===== src/rtl/rr_grant_sequencer_if.sv =====
// Request/grant bundle between the requesters and the round-robin grant sequencer.
// The master side drives requests and release; the slave side (the arbiter) drives the grant flags.
interface rr_grant_sequencer_if;
    logic [3:0] i_req;
    logic       i_release;
    logic [1:0] o_grant_idx;
    logic       o_grant_valid;
    logic       o_grant_new;
    logic       o_timeout;

    modport master (
        output i_req,
        output i_release,
        input  o_grant_idx,
        input  o_grant_valid,
        input  o_grant_new,
        input  o_timeout
    );

    modport slave (
        input  i_req,
        input  i_release,
        output o_grant_idx,
        output o_grant_valid,
        output o_grant_new,
        output o_timeout
    );
endinterface


===== src/rtl/rr_grant_sequencer.sv =====
// Four-way round-robin arbiter producing a registered grant index for a 2-to-4 decoder.
// A grant persists until release, requester drop, or the optional hold limit forces rotation.
module rr_grant_sequencer #(
    parameter int HOLD_MAX = 15,
    parameter int CNT_W    = 4
) (
    input  logic                 clk,
    input  logic                 rst_n,
    rr_grant_sequencer_if.slave  bus
);

    typedef enum logic {
        ST_IDLE  = 1'b0,
        ST_GRANT = 1'b1
    } state_t;

    localparam logic             HOLD_EN  = (HOLD_MAX != 0);
    localparam logic [CNT_W-1:0] HOLD_VAL = CNT_W'(HOLD_MAX);

    state_t           r_state;
    state_t           w_state_next;
    logic [1:0]       r_ptr;
    logic [1:0]       w_ptr_next;
    logic [CNT_W-1:0] r_hold_cnt;
    logic [CNT_W-1:0] w_hold_cnt_next;
    logic [1:0]       r_grant_idx;
    logic [1:0]       w_grant_idx_next;
    logic             r_grant_valid;
    logic             w_grant_valid_next;
    logic             r_grant_new;
    logic             w_grant_new_next;
    logic             r_timeout;
    logic             w_timeout_next;

    logic [3:0]       w_req_rot;
    logic             w_any_req;
    logic [1:0]       w_win_ofs;
    logic [1:0]       w_winner;
    logic             w_end_rel;
    logic             w_end_drop;
    logic             w_end_hold;
    logic             w_cnt_sat;

    // Requests rotated so that bit 0 is the channel currently holding top priority.
    generate
        for (genvar gi = 0; gi < 4; gi++) begin : g_rot
            logic [1:0] w_src;
            assign w_src         = r_ptr + 2'(gi);
            assign w_req_rot[gi] = bus.i_req[w_src];
        end
    endgenerate

    assign w_any_req = |bus.i_req;

    always_comb begin
        w_win_ofs = 2'd0;
        for (int i = 3; i >= 0; i--) begin
            if (w_req_rot[i]) begin
                w_win_ofs = 2'(i);
            end
        end
    end

    assign w_winner = r_ptr + w_win_ofs;

    assign w_end_rel  = bus.i_release;
    assign w_end_drop = ~bus.i_req[r_grant_idx];
    assign w_end_hold = HOLD_EN && (r_hold_cnt == HOLD_VAL);
    assign w_cnt_sat  = &r_hold_cnt;

    always_comb begin
        w_state_next       = r_state;
        w_ptr_next         = r_ptr;
        w_hold_cnt_next    = r_hold_cnt;
        w_grant_idx_next   = r_grant_idx;
        w_grant_valid_next = r_grant_valid;
        w_grant_new_next   = 1'b0;
        w_timeout_next     = 1'b0;

        case (r_state)
            ST_IDLE: begin
                if (w_any_req) begin
                    w_state_next       = ST_GRANT;
                    w_grant_idx_next   = w_winner;
                    w_grant_valid_next = 1'b1;
                    w_grant_new_next   = 1'b1;
                    w_ptr_next         = w_winner + 2'd1;
                    w_hold_cnt_next    = CNT_W'(1);
                end
            end
            ST_GRANT: begin
                if (w_end_rel || w_end_drop || w_end_hold) begin
                    w_state_next       = ST_IDLE;
                    w_grant_valid_next = 1'b0;
                    // A voluntary end on the same edge as the limit is not a timeout.
                    w_timeout_next     = w_end_hold && !w_end_rel && !w_end_drop;
                end else if (!w_cnt_sat) begin
                    w_hold_cnt_next = r_hold_cnt + CNT_W'(1);
                end
            end
            default: begin
                w_state_next       = ST_IDLE;
                w_grant_valid_next = 1'b0;
            end
        endcase
    end

    always_ff @(posedge clk or negedge rst_n) begin
        if (!rst_n) begin
            r_state       <= ST_IDLE;
            r_ptr         <= 2'd0;
            r_hold_cnt    <= '0;
            r_grant_idx   <= 2'd0;
            r_grant_valid <= 1'b0;
            r_grant_new   <= 1'b0;
            r_timeout     <= 1'b0;
        end else begin
            r_state       <= w_state_next;
            r_ptr         <= w_ptr_next;
            r_hold_cnt    <= w_hold_cnt_next;
            r_grant_idx   <= w_grant_idx_next;
            r_grant_valid <= w_grant_valid_next;
            r_grant_new   <= w_grant_new_next;
            r_timeout     <= w_timeout_next;
        end
    end

    assign bus.o_grant_idx   = r_grant_idx;
    assign bus.o_grant_valid = r_grant_valid;
    assign bus.o_grant_new   = r_grant_new;
    assign bus.o_timeout     = r_timeout;

endmodule


===== src/flat_wrapper.sv =====
// flat-port wrapper written by rule: the top's interface ports become plain ports
module rr_grant_sequencer_flat 
#(
    parameter int HOLD_MAX = 15,
    parameter int CNT_W    = 4
)
  (clk, rst_n, bus_i_req, bus_i_release, bus_o_grant_idx, bus_o_grant_valid, bus_o_grant_new, bus_o_timeout);
  rr_grant_sequencer_if bus_i ();
  input  logic clk;
  input  logic rst_n;
  input wire logic [$bits(bus_i.i_req)-1:0] bus_i_req;
  input wire logic [$bits(bus_i.i_release)-1:0] bus_i_release;
  output wire logic [$bits(bus_i.o_grant_idx)-1:0] bus_o_grant_idx;
  output wire logic [$bits(bus_i.o_grant_valid)-1:0] bus_o_grant_valid;
  output wire logic [$bits(bus_i.o_grant_new)-1:0] bus_o_grant_new;
  output wire logic [$bits(bus_i.o_timeout)-1:0] bus_o_timeout;
  assign bus_i.i_req = bus_i_req;
  assign bus_i.i_release = bus_i_release;
  assign bus_o_grant_idx = bus_i.o_grant_idx;
  assign bus_o_grant_valid = bus_i.o_grant_valid;
  assign bus_o_grant_new = bus_i.o_grant_new;
  assign bus_o_timeout = bus_i.o_timeout;
  rr_grant_sequencer #(.HOLD_MAX(HOLD_MAX), .CNT_W(CNT_W)) u_core (.clk(clk), .rst_n(rst_n), .bus(bus_i));
endmodule

===== config.mk =====
export PLATFORM = sky130hd
export DESIGN_NAME = rr_grant_sequencer_flat
export DESIGN_NICKNAME = d
export VERILOG_FILES = /design/src/rtl/rr_grant_sequencer_if.sv /design/src/rtl/rr_grant_sequencer.sv /design/src/flat_wrapper.sv
export SDC_FILE = /design/constraint.sdc
export NUM_CORES = 1
export LEC_CHECK = 0
export CAP_MARGIN = 25
export CORE_AREA = 2 2 41 43
export DETAILED_ROUTE_END_ITERATION = 7
export DIE_AREA = 0 0 43 45
export PLACE_DENSITY = 0.74
export SLEW_MARGIN = 20
export SYNTH_ARGS = -nofsm -noshare
export SYNTH_HDL_FRONTEND = slang
export SYNTH_SLANG_ARGS = --single-unit

===== constraint.sdc =====
create_clock -name clk -period 2.82 [get_ports clk]
set_input_delay 0.282 -clock clk [delete_from_list [all_inputs] [get_ports clk]]
set_output_delay 0.282 -clock clk [all_outputs]
set_load 0.1 [all_outputs]

### Word level (Yosys, flattened, before mapping)

Index checks and enable logic that the tools add are counted.

| cells by class | value |
|---|---|
| bitwise gates (word level) | 2 |
| muxes and demuxes | 27 |
| equality and inequality tests | 5 |
| reduce and logical (&&, ||, !) cells | 10 |
| $lt $le $gt $ge | 5 |
| add/subtract/negate cells | 6 |

Operator list:

| cell | count |
|---|---|
| < comparator 2 x 3 -> 1 bit, second input constant | 5 |
| 2-to-1 mux 1 bit | 12 |
| 2-to-1 mux 4 bit | 3 |
| binary-select mux 1 bit (select 2 bit) | 5 |
| 2-to-1 mux 2 bit | 4 |
| one-hot mux 4 bit (2 select lines) | 1 |
| != test 2 bit, second input constant | 3 |
| adder 2 x 1 -> 2 bit, second input constant | 2 |
| adder 2 bit, second input constant | 2 |
| adder 4 x 1 -> 4 bit, second input constant | 1 |
| == test 4 bit, second input constant | 1 |
| one-hot mux 1 bit (2 select lines) | 2 |
| AND reduction 2 bit | 2 |
| AND reduction 4 bit | 1 |
| OR reduction 4 bit | 1 |
| AND reduction 3 bit | 1 |
| adder 2 bit | 1 |
| logical AND 1 bit | 2 |
| logical OR 1 bit | 2 |
| != test 2 x 1 -> 1 bit, second input constant | 1 |
| inverter 1 bit | 2 |
| zero test 1 bit | 1 |

| word-level totals | value |
|---|---|
| input bits | 7 |
| output and inout bits | 5 |
| word-level logic and storage cells | 62 |
| bits in registers | 12 |

### Logic depth before layout (Yosys ltp)

| logic depth | value |
|---|---|
| depth after elaboration | 9 |
| gate-level depth with buffers | 10 |
| gate-level depth less buffers | 10 |

### Least setup slack after synthesis

No wires, ideal clock.

| timing path | value |
|---|---|
| path kind | flip-flop to flip-flop |
| start point | register u_core.r_grant_idx[0] (netlist: u_core.bus.o_grant_idx[0]) |
| end point | register u_core.r_hold_cnt[0] |
| buffers on the path | 0 |
| arrival | 2061 ps |
| stages on the path, launching flop included | 6 |
| period minus slack after synthesis | 2187 ps |
| slack | 633 ps |
| data required time | 2694 ps |
| library setup time | 126 ps |
| cell sequence | dfrtp_1 mux4_2 and3_4 or2_4 nor2_2 a21oi_1 |

| between the ends | value |
|---|---|
| longest elaborated chain between the ends | 7 |

Ends and longest elaborated chain:

| item | line | source |
|---|---|---|
| from (decl) | rr_grant_sequencer.sv:26 | `logic [1:0] r_grant_idx;` |
| from (signal assigned) | rr_grant_sequencer.sv:121 | `r_grant_idx <= w_grant_idx_next;` |
| binary-select mux 1 bit (select 2 bit) | rr_grant_sequencer.sv:67 | `assign w_end_drop = ~bus.i_req[r_grant_idx];` |
| 2-to-1 mux 1 bit (not written as such) | rr_grant_sequencer.sv:67 |  |
| inverter 1 bit | rr_grant_sequencer.sv:67 |  |
| logical OR 1 bit (2 in series) | rr_grant_sequencer.sv:92 | `if (w_end_rel \|\| w_end_drop \|\| w_end_hold) begin` |
| != test 2 bit (no source line) | -- |  |
| AND reduction 3 bit (no source line) | -- |  |
| to (signal assigned) | rr_grant_sequencer.sv:120 | `r_hold_cnt <= w_hold_cnt_next;` |
| to (decl) | rr_grant_sequencer.sv:24 | `logic [CNT_W-1:0] r_hold_cnt;` |

Every way passes these cells. The select of a mux whose other input is x is not followed.
A chain may end at the register's enable or synchronous reset.

### Worst setup path after layout

| timing path | value |
|---|---|
| start point | input bus_i_req[1] |
| end point | register u_core.r_ptr[1] |

| between the ends | value |
|---|---|
| longest elaborated chain between the ends | 8 |
| elaborated cells between the ends (all ways) | 16 |
| those cells by class | 2 x add/sub; 12 x mux; 2 x reduce/logical |

Ends and longest elaborated chain:

| item | line | source |
|---|---|---|
| from (decl) | flat_wrapper.sv:11 | `input wire logic [$bits(bus_i.i_req)-1:0] bus_i_req;` |
| binary-select mux 1 bit (select 2 bit) | rr_grant_sequencer.sv:49 | `assign w_req_rot[gi] = bus.i_req[w_src];` |
| 2-to-1 mux 1 bit (not written as such) | rr_grant_sequencer.sv:49 |  |
| 2-to-1 mux 2 bit (3 in series) | rr_grant_sequencer.sv:58 | `if (w_req_rot[i]) begin` |
| 2-to-1 mux 2 bit (*) | rr_grant_sequencer.sv:58 |  |
| adder 2 bit (*) | rr_grant_sequencer.sv:64 | `assign w_winner = r_ptr + w_win_ofs;` |
| named net u_core.w_winner[0] | rr_grant_sequencer.sv:38 | `logic [1:0] w_winner;` |
| adder 2 x 1 -> 2 bit (*) | rr_grant_sequencer.sv:87 | `w_ptr_next = w_winner + 2'd1;` |
| to (signal assigned) | rr_grant_sequencer.sv:119 | `r_ptr <= w_ptr_next;` |
| to (decl) | rr_grant_sequencer.sv:22 | `logic [1:0] r_ptr;` |

Mark *: on every way through the listed nets, which the timed path passes. The rest lies on a longest branch. The select of a mux whose other input is x is not followed.

==> results.cfg <==
[drt]
1st_iter_drt_viols = 9
post_drt_via_cell_ratio = 5.53
final_antenna_net_count = 0
wl_um = 1300
dr_total_vias = 564
first_pass_iters = 2
drt_drc_violations_left = 0
detail_route.wl_per_cell_um = 12.8

[cts]
holdBufCountCts = 0
tritoncts.num_buffers = 3
ctsRootBufferMaster = sky130_fd_sc_hd__clkbuf_4
cts.sinks = 12
cts.path.max_buffers = 2
post_cts_resized = 0
path_clk_slew_ns = 0.07
post-cts-setup-buffers = 0
worst_skew_pair.late_latency_ns = 0.27
tritoncts_clock_tree = done
htreeDepth = 1

[setup_path]
crit-reg2reg-launch = u_core.r_ptr[0]$_DFFE_PN0P_
crit_required_ns = 2.97
critPathMaxFanout = 8
crit_start = bus_i_req[1]
rr_worst_depth = 7
regToRegEndpoint = u_core.r_ptr[1]$_DFFE_PN0P_
worst_path_arrival_time_ns = 2.42
timing.setup.critical_path_class = in -> reg
timing.reg2reg.setup_slack_ns = 0.60
critPathCapture = u_core.r_ptr[1]$_DFFE_PN0P_
setup.worst_path.start_class = primary input
endpoint_kind = flip-flop

[timing]
relSlewSlack_pct = 63.8
max_slew.worst_pin.slew_ns = 0.542
final.min_clock_period_ns = 2.26
fmax_mhz = 442
finClkSkew_ns = 0.00998
timing.final.crit_share_pct = 80.2
setup-tns-final_ns = 0
setup_viol = 0
finalHoldViolCount = 0
whs_ns = 0.361
final_max_slew_viol_count = 0
rsz0062_at_grt = false

[run_status]
outcome = completed

[final_layout]
final_area_sq_um = 840
share_of_cells_above_drive_strength_1_pct = 20.9
syn2layout_area_growth_pct = 16.7
num-fill-cells = 129
num-nets-final = 97
final_cell_count_no_fill = 102
mostFrequentLayoutCells = 12 x sky130_fd_sc_hd__dfrtp_1, 11 x sky130_fd_sc_hd__nor2_1, 6 x sky130_fd_sc_hd__nand2_1, 6 x sky130_fd_sc_hd__clkdlybuf4s50_1, 6 x sky130_fd_sc_hd__buf_4
final_common_cell = sky130_fd_sc_hd__dfrtp_1
diodes = 0

[yosys]
synth-async-reset-ratio_pct = 100
synth_cells = 74
postSynth.topFlopCell = sky130_fd_sc_hd__dfrtp_1
postSynthNetCount = 83
synth-edff-count = 0
yosysTopAreaCellShare_pct = 41.7
synthDistinctLibCells = 31
synth.largest_area_cell = sky130_fd_sc_hd__dfrtp_1
syn_warnings = 0
syn-cell-area_sq_um = 719
synthesis.area_per_instance_sq_um = 9.72
portion_of_the_post_synthesis_area_used_by_sequential_elements_pct = 41.7
synth_area_leaders = sky130_fd_sc_hd__dfrtp_1 42%, sky130_fd_sc_hd__nor2_1 5.7%, sky130_fd_sc_hd__xnor2_1 4.9%, sky130_fd_sc_hd__xor2_1 3.7%, sky130_fd_sc_hd__ha_1 3.5%
flop_and_latch_count_out_of_synthesis = 12

[grt]
grt_max_degree = 13
grt_first_pass_wirelength_um = 2240
remaining_global_route_overflow = 0
number_of_global_route_vias_before_repair = 526
grt_use_total_pct = 15.9
antenna_found_initial = 0

[floorplanning]
row_count = 14
start_util_pct = 48.9
io_pins = 12
die_width_um = 43
die-area_sq_um = 1940
die_height_um = 45
core-area_sq_um = 1470

[power]
static-leakage-power_uw = 0.000343
powerDensity_nw_per_um2 = 1250
vdd_drop_max_mv = 1.11

[flow_run]
max_cap_violations = 0

[worst_hold_path]
classification_of_the_worst_slack_hold_path = in -> async

[placement]
placed_instance_area_sq_um = 817
post-dp-hpwl_um = 954
placed_cells = 99
io_buffers = 11
place_congestion = 0.820
## cell type report
| type | count | area [sq um] | share of cell area [%] |
|---|---|---|---|
| multi-input combinational | 58 | 388 | 46.2 |
| timing repair buffer | 12 | 105 | 12.5 |
| tap | 16 | 20.0 | 2.38 |
| clock buffer | 3 | 22.5 | 2.68 |
| sequential | 12 | 300 | 35.8 |
| inverter | 1 | 3.75 | 0.447 |
## metrics by stage
| step | total power, uW | setup WS, ns | utilization, % |
|---|---|---|---|
| after global routing | 1130 | 0.447 | 57.1 |
| final | 1050 | 0.557 | 57.1 |
| after CTS | 1060 | 0.557 | 57.1 |
| after global placement | 944 | 0.356 | 55.5 |
| after floorplan | 838 | 0.633 | - |
| after detailed placement | 957 | 0.266 | 55.5 |
## per-layer routing
layer | vias up | global-route usage, % | wire length, um
li1 | 292 | - | -
met1 | 262 | 20.3 | 622
met2 | 10 | 26.1 | 614
met3 | 0 | 7.20 | 65
met4 | 0 | 1.82 | 0
met5 | - | 0 | 0
## critical path, cell delays in order
cell and delay [ns]:
sky130_fd_sc_hd__clkdlybuf4s50_1 0.61, sky130_fd_sc_hd__nor2_1 0.09, sky130_fd_sc_hd__or4_2 0.54, sky130_fd_sc_hd__nand3_1 0.10, sky130_fd_sc_hd__ha_1 0.26, sky130_fd_sc_hd__xor2_1 0.16, sky130_fd_sc_hd__xnor2_1 0.15, sky130_fd_sc_hd__nand2_1 0.08
sky130_fd_sc_hd__xnor2_1 0.14
## state kept, by name (all words and copies together), names as in the netlist
| name | count |
|---|---|
| u_core.r_ptr | 2 |
| u_core.r_state | 1 |
| u_core.bus.o_grant_idx | 2 |
| u_core.r_hold_cnt | 4 |
| u_core.bus.o_grant_new | 1 |
| u_core.bus.o_grant_valid | 1 |
| u_core.bus.o_timeout | 1 |
## power breakdown
| group | internal [uW] | switching [uW] | total, uW |
|---|---|---|---|
| registers | 238 | 83.8 | 322 |
| clock network | 49.3 | 50.6 | 99.9 |
| logic | 235 | 396 | 631 |
| total | 522 | 530 | 1050 |
## how the worst min path moves through the flow
stage,start,end,slack [ns]
after floorplan,rst_n,u_core.bus.o_grant_idx[0]$_DFFE_PN0P_,-0.01
after global placement,u_core.r_hold_cnt[0]$_DFFE_PN0P_,u_core.r_hold_cnt[0]$_DFFE_PN0P_,0.50
after detailed placement,u_core.r_hold_cnt[0]$_DFFE_PN0P_,u_core.r_hold_cnt[0]$_DFFE_PN0P_,0.52
after CTS,rst_n,u_core.bus.o_grant_valid$_DFFE_PN0P_,0.38
after global routing,rst_n,u_core.bus.o_grant_valid$_DFFE_PN0P_,0.40
final,rst_n,u_core.r_ptr[1]$_DFFE_PN0P_,0.36
## synth_stat cells (2+ instances only)
cell type / instances
sky130_fd_sc_hd__xnor2_1: 4
sky130_fd_sc_hd__nand4_1: 2
sky130_fd_sc_hd__a31oi_1: 2
sky130_fd_sc_hd__buf_6: 2
sky130_fd_sc_hd__nand2b_1: 2
sky130_fd_sc_hd__nor2_2: 2
sky130_fd_sc_hd__ha_1: 2
sky130_fd_sc_hd__a21oi_1: 4
sky130_fd_sc_hd__nor2_1: 11
sky130_fd_sc_hd__nand3_1: 2
sky130_fd_sc_hd__nand2_1: 6
sky130_fd_sc_hd__o21ai_0: 2
sky130_fd_sc_hd__dfrtp_1: 12
sky130_fd_sc_hd__xor2_1: 3
sky130_fd_sc_hd__o32ai_1: 2
## cell families after synthesis
logic type	share of synthesized area, %
and+or+nand+nor	24.5
AOI/OAI and AO/OA	12.7
DFF	41.7
xor gates and xnor gates	8.52
buffers and inverters	4.35
muxes	4.70
adders and majority gates	3.48
No activity file was read; power rests on OpenSTA's default activity.
